[src/rtl/cic_interp_upsamp_ce.sv]
// Multi-channel CIC interpolator (N combs at the input rate, N integrators at the output rate)
// with clock-enable rate generation and an in_req sample handshake.
module cic_interp_upsamp_ce #(
   parameter int NCH      = 2,
   parameter int IN_W     = 32,
   parameter int N        = 2,
   parameter int LOG2R    = 3,
   parameter int BASE_DIV = 18,
   parameter int OUT_W    = IN_W + (N - 1) * LOG2R
) (
   input  logic                 clk,
   input  logic                 reset,
   input  logic                 en,
   input  logic [1:0]           rate_sel,
   input  logic [NCH*IN_W-1:0]  in_data,
   output logic                 in_req,
   output logic [NCH*OUT_W-1:0] out_data,
   output logic                 out_valid
);
   localparam int            BW       = (BASE_DIV > 1) ? $clog2(BASE_DIV) : 1;
   localparam logic [BW-1:0] BCNT_MAX = BW'(BASE_DIV - 1);

   logic [BW-1:0]    bcnt;
   logic [2:0]       dcnt;
   logic [2:0]       dmask;
   logic [LOG2R-1:0] ph;
   logic [1:0]       rate_act;
   logic             base_tick;
   logic             out_tick;
   logic             in_tick;

   logic signed [OUT_W-1:0] dly       [NCH][N];
   logic signed [OUT_W-1:0] dly_nxt   [NCH][N];
   logic signed [OUT_W-1:0] comb_reg  [NCH];
   logic signed [OUT_W-1:0] comb_nxt  [NCH];
   logic signed [OUT_W-1:0] integ     [NCH][N];
   logic signed [OUT_W-1:0] integ_nxt [NCH][N];
   logic signed [OUT_W-1:0] acc;
   logic signed [OUT_W-1:0] x;

   // NOTE: every signal driven here gets a value on every path, otherwise a latch is inferred.
   always_comb begin
      dmask     = 3'(7 >> rate_act);
      base_tick = en && (bcnt == BCNT_MAX);
      out_tick  = base_tick && ((dcnt & dmask) == dmask);
      in_tick   = out_tick && (ph == '0);
   end

   assign in_req = in_tick;

   // NOTE: sequential state uses non-blocking assignments so all registers update from pre-edge values.
   always_ff @(posedge clk) begin
      if (reset) begin
         bcnt     <= '0;
         dcnt     <= '0;
         ph       <= '0;
         rate_act <= rate_sel;
      end else if (en) begin
         bcnt <= base_tick ? '0 : bcnt + 1'b1;
         // Restarting dcnt at each input boundary makes the first spacing after a rate change exact.
         if (in_tick)
            dcnt <= '0;
         else if (base_tick)
            dcnt <= dcnt + 1'b1;
         if (out_tick)
            ph <= ph + 1'b1;
         if (in_tick)
            rate_act <= rate_sel;
      end
   end

   // Comb chain at the input rate, zero-stuffed feed and integrator chain at the output rate.
   always_comb begin
      acc = '0;
      x   = '0;
      for (int c = 0; c < NCH; c++) begin
         acc = OUT_W'($signed(in_data[c*IN_W +: IN_W]));
         for (int k = 0; k < N; k++) begin
            dly_nxt[c][k] = acc;
            acc           = acc - dly[c][k];
         end
         comb_nxt[c] = acc;
         x = (ph == '0) ? comb_reg[c] : '0;
         integ_nxt[c][0] = integ[c][0] + x;
         for (int k = 1; k < N; k++)
            integ_nxt[c][k] = integ[c][k] + integ[c][k-1];
      end
   end

   always_ff @(posedge clk) begin
      if (reset) begin
         out_valid <= 1'b0;
         out_data  <= '0;
         // NOTE: the register arrays hold filter history, so each element is cleared explicitly.
         for (int c = 0; c < NCH; c++) begin
            comb_reg[c] <= '0;
            for (int k = 0; k < N; k++) begin
               dly[c][k]   <= '0;
               integ[c][k] <= '0;
            end
         end
      end else begin
         out_valid <= out_tick;
         if (in_tick) begin
            dly      <= dly_nxt;
            comb_reg <= comb_nxt;
         end
         if (out_tick) begin
            integ <= integ_nxt;
            for (int c = 0; c < NCH; c++)
               out_data[c*OUT_W +: OUT_W] <= integ_nxt[c][N-1];
         end
      end
   end

endmodule

[config.mk]
export PLATFORM = sky130hd
export DESIGN_NAME = cic_interp_upsamp_ce
export DESIGN_NICKNAME = d
export VERILOG_FILES = /design/src/rtl/cic_interp_upsamp_ce.sv
export SDC_FILE = /design/constraint.sdc
export NUM_CORES = 1
export LEC_CHECK = 0
export BUFFER_PORTS_ARGS = -buffer_cell sky130_fd_sc_hd__buf_2
export CAP_MARGIN = 20
export CELL_PAD_IN_SITES_DETAIL_PLACEMENT = 1
export CELL_PAD_IN_SITES_GLOBAL_PLACEMENT = 1
export CORE_MARGIN = 1
export CORE_UTILIZATION = 42
export DETAILED_ROUTE_END_ITERATION = 16
export GPL_TIMING_DRIVEN = 1
export PLACE_DENSITY_LB_ADDON = 0.2
export REMOVE_ABC_BUFFERS = 1
export SYNTH_ARGS = -nofsm -noshare
export SYNTH_HDL_FRONTEND = slang
export SYNTH_SLANG_ARGS = --single-unit
[constraint.sdc]
create_clock -name clk -period 4.45 [get_ports clk]
set_input_delay 0.89 -clock clk [delete_from_list [all_inputs] [get_ports clk]]
set_output_delay 0.89 -clock clk [all_outputs]
set_load 0.05 [all_outputs]
* After elaboration in Yosys (flattened, before gate mapping)
Cells that the tools add are included.
** Word-level totals
- Bits in registers :: 424
- Input port bits :: 69
- Output and inout bits :: 72
- Logic and storage cells :: 49
** Cells by class
- Add/subtract/negate cells :: 11
- Eq/ne operators :: 2
- Shift-type cells :: 1
- Multiplexer cells :: 8
- Bitwise operators :: 1
- Reductions and logical operators :: 10
** Operators with widths (count)
- $add A35 B35 Y35 :: 4
- $mux W35 :: 2
- $sub A33 B33 Y34 :: 2
- $sub A32 B32 Y33 :: 2
- $add A3 B1 Y3 const B :: 2
- $mux W2 :: 3
- $mux W3 :: 2
- $reduce_and A2 Y1 :: 3
- $reduce_bool A2 Y1 :: 3
- $add A5 B1 Y5 const B :: 1
- $eq A5 B5 Y1 const B :: 1
- $mux W5 :: 1
- $and A3 B3 Y3 :: 1
- $eq A3 B3 Y1 :: 1
- $logic_and A1 B1 Y1 :: 3
- $logic_not A3 Y1 :: 1
- $shr A3 B2 Y3 const A :: 1

* Longest topological paths before layout
- Word-level depth :: 8
- Gate-level depth with buffers :: 23
- Gate-level depth less buffers :: 23

* Worst setup path before layout
OpenSTA, ideal clock, no wires.
- Path type :: input to register
- From :: input in_data[0]
- To :: register comb_reg[67] in the netlist's numbering
- Library setup time :: 0.125 ns
- Arrival time :: 4.574 ns
- Required time :: 4.325 ns
- Path slack :: -0.249 ns
- Cell stages on the path :: 22
- Path buffers :: 0
- Cell sequence :: inv_1 > ha_1 > inv_1 > fa_1 > a21o_1 > a21oi_1 > o21ai_1 > a31o_2 > a21oi_1 > o31ai_1 > xor2_1 > ha_1 > a21o_1 > a21o_1 > a21o_1 > a21o_1 > a41oi_1 > o21ai_1 > a211oi_1 > o31ai_1 > xnor2_1 > o21ai_1
** RTL lines
- start, declared :: RTL line 15 : input logic [NCH*IN_W-1:0] in_data,
- end signal, assigned :: RTL line 106 : comb_reg <= comb_nxt;
- end, declared :: RTL line 34 : logic signed [OUT_W-1:0] comb_reg [NCH];

==> run metrics <==
fmax approximately 230 MHz; mux cell area share after synthesis 0.00455; row cnt 92; CP peak stage delay 360 ps; met3 WL 2.62 mm; Hold WS 444 ps; CTS tree done; initial drt markers 1088; area grow syn2layout 19.4%; cells after synthesis 3538; WHS Path Cells 2; router iterations before antenna repair 5; CP Buf/Inv Count 5; post-synthesis sequential area ratio 0.265; clock skew 21.6 ps; most common cell after layout, fill and taps aside nand2_1; reg2reg start dly[35]; H-Tree Depth 2; Post-Synth XOR/XNOR Area 0.0700; layout cell share with drive strength beyond 1 0.172; asr flop ratio synth 0; flop-to-flop setup slack 230 ps; EDFF count, synth 2; Netlist Area Pre-Place 26700 µm²; IO buf count between 100 and 150; Compound-Gate Fraction of Synth Area 0.259; MaxCap Viol Count 0; cts hold-fix bufs 0; clock share of power 0.459; Net Sw Frac 0.272; min Tclk post-route around 4400 ps; Final #Nets 4172; CP Data Required Time 4930 ps; main combinational cell family by area after synthesis compound AO/OA/AOI/OAI gates; clock sinks between 300 and 400; Critical Path Most Common Cell a21oi_2; Finished Layout Cells around 4700; global-route wire length before repair 134 mm; DRC violations left 0; DR WL/cell 17.4 µm; post-synthesis simple-gate area fraction 0.198; CP delay by family, top compound AO/OA/AOI/OAI gates; vias in the first global route 26800; Critical Path, Cell by Cell buf_2 -> inv_1 -> ha_2 -> inv_1 -> fa_2 -> a21oi_2 -> o31ai_2 -> a21oi_2 -> nor3_4 -> o21a_1 -> o21ai_2 -> a21oi_2 -> xor2_2 -> ha_1 -> buf_6 -> buf_6 -> a21o_1 -> a31oi_4 -> o22ai_2 -> and2_4 -> or3_1 -> a32o_1; antenna violation net count after detailed routing 0; hold path startpoint comb_reg[66]; pin count of the biggest net entering global routing 134; most frequent cells in the layout nand2_1 (632), a21oi_1 (447), dfxtp_1 (350); Chip Width about 250 µm; Comb pwr share 0.187; gr ovfl total 0; Final period util 0.979; #FFs+latches synth about 350; Initial Util 0.424; number of cells on the critical path 22; status completed; Final HPWL DP between 60 and 70 mm; Slew @ Worst Pin 912 ps; post-route setup slack between 90 and 100 ps; Mean Syn Cell Area 7.54 µm²; Post-Synth Adder-Cell Area 0.133; Clk Latency, worst-skew pair 600 ps; Ant. Diodes 0; Critical-path top delay cell fa_2; Setup-failing EPs final 0; critical path endpoint category register; Max Slew Vio Count 0; CTS root buffer clkbuf_16; Int Power 6.49 mW; met1 wire length between 40 and 50 mm; RSZ-0062 raised after global routing true; Ys Warns 0; Worst Path Max Fanout 5; Total GRT Usage 0.249; Biggest register dly; placed cell count 4606; hold endpoint comb_reg[66]; maximum clock insertion buffer count 3; Synth cell types 87; via count 25700; pwr dens 280 nW/µm²; Max-Slew Margin vs Limit 0.392; worst slack at placement -880 ps; hold crit path type reg -> reg; io pins 141; core footprint 62900 µm²; part of the power in registers 0.354; die height 254 µm; final hold vios 0; Setup crit start kind input pin; final WL 81.8 mm; GP Congestion 0.875; Setup CP Type in -> reg; Top FF cell, synth dfxtp_1; max reg flops 130; WL met2 37.2 mm; Clock Pin Slew Worst Setup and Hold Paths 60 ps; vias per std cell 5.47; Peak VDD IR 0.405 mV; CTS buffer count 46; Reg2Reg Depth 20; top flop regs dly x130, integ x70, out_data x70; die area 64500 µm²; crit path DAT 4830 ps; RR Endpoint comb_reg[29]; initial antenna violation count 0; Design Power ~8.9 mW; Leakage between 10 and 15 nW; Max Used Layer met4; switching power 2.43 mW
[power by group through the flow]
stage	logic [mW]	registers [mW]	clock network, mW
final	1.66	3.16	4.09
after global routing	1.82	3.16	4.30
after CTS	1.56	3.16	4.19
after detailed placement	1.54	3.23	0
after global placement	1.49	3.23	0
after floorplan	0.839	3.23	0
[layout make-up]
type	count	area, µm²
clock buffer	56	1260
inverter	212	801
tap	846	1060
sequential	352	7070
timing repair buffer	451	3100
clock inverter	29	392
fill	7815	31000
multi-input combinational	2761	18200
[worst max-delay path by stage]
| stage | startpoint | to | slack (ps) |
|---|---|---|---|
| after floorplan | en | dly[29] | -8350 |
| after global placement | in_data[0] | comb_reg[67] | -760 |
| after detailed placement | in_data[0] | comb_reg[67] | -880 |
| after CTS | in_data[1] | comb_reg[65] | -20 |
| after global routing | in_data[32] | comb_reg[30] | -130 |
| final | in_data[32] | comb_reg[29] | 100 |
[synthesized netlist by cell type (8+ instances only)]
library cell / instances / area (µm²)
nand3_1: 54 / 270
a22o_1: 15 / 131
nand2b_1: 28 / 175
mux2i_1: 11 / 110
dfxtp_1: 350 / 7010
o31ai_1: 16 / 120
o21ai_1: 19 / 95.1
nor4_1: 11 / 68.8
nor4b_1: 8 / 70.1
o211ai_1: 16 / 120
and2_1: 76 / 475
nand4_1: 32 / 200
a21oi_1: 470 / 2350
inv_1: 210 / 788
nor3_1: 34 / 170
clkbuf_1: 128 / 480
and3_1: 34 / 213
xor2_1: 77 / 674
a31oi_1: 39 / 244
buf_2: 10 / 50.1
or3_1: 20 / 125
nor2b_1: 36 / 225
nand2_1: 634 / 2380
o21bai_1: 49 / 368
a21o_1: 131 / 983
ha_1: 271 / 3390
fa_1: 8 / 160
a211oi_1: 44 / 330
nor2_1: 155 / 582
xnor2_1: 136 / 1190
o21a_1: 36 / 270
o21ai_0: 143 / 716
buf_4: 70 / 526
[what timing repair did]
action,4_1_cts,5_1_grt
pin swaps,2,53
setup buffers,0,16
resized for setup,18,93
gates cloned,0,0
endpoints found under the setup margin,28,34
[layer usage]
metal / up-vias / track usage
li1: 12900 / -
met1: 12400 / 0.335
met2: 353 / 0.417
met3: 107 / 0.0280
met4: 0 / 0.0687
met5: - / 0
[worst register-to-register path, stage by stage, from the launching register on]
cell	delay, ps
dfxtp_1	330
ha_2	180
inv_1	50
fa_2	360
a21oi_2	200
o31ai_2	90
a21oi_2	240
nor3_4	90
o21a_1	220
o21ai_2	150
a21oi_2	90
xor2_2	190
ha_1	360
buf_6	140
buf_6	120
a21o_1	200
a31oi_4	200
o22ai_2	140
and2_4	170
or3_1	340
a32o_1	260
[through the flow]
step / utilization / TNS, ps / area, µm²
global route: 0.506 / -856 / 31800
global placement: 0.472 / -16750 / 29600
detailed placement: 0.472 / -25640 / 29600
CTS: 0.499 / -23.2 / 31400
floorplan: - / -1561660 / 25600
finish: 0.506 / 0 / 31800
[kinds of logic after synthesis]
family,count (synthesis)
flops,352
fa+ha+maj,279
xor+xnor,213
simple gates,1163
buf+inv,425
mux,12
compound gates,1094
No activity file was read; power rests on OpenSTA's default activity.
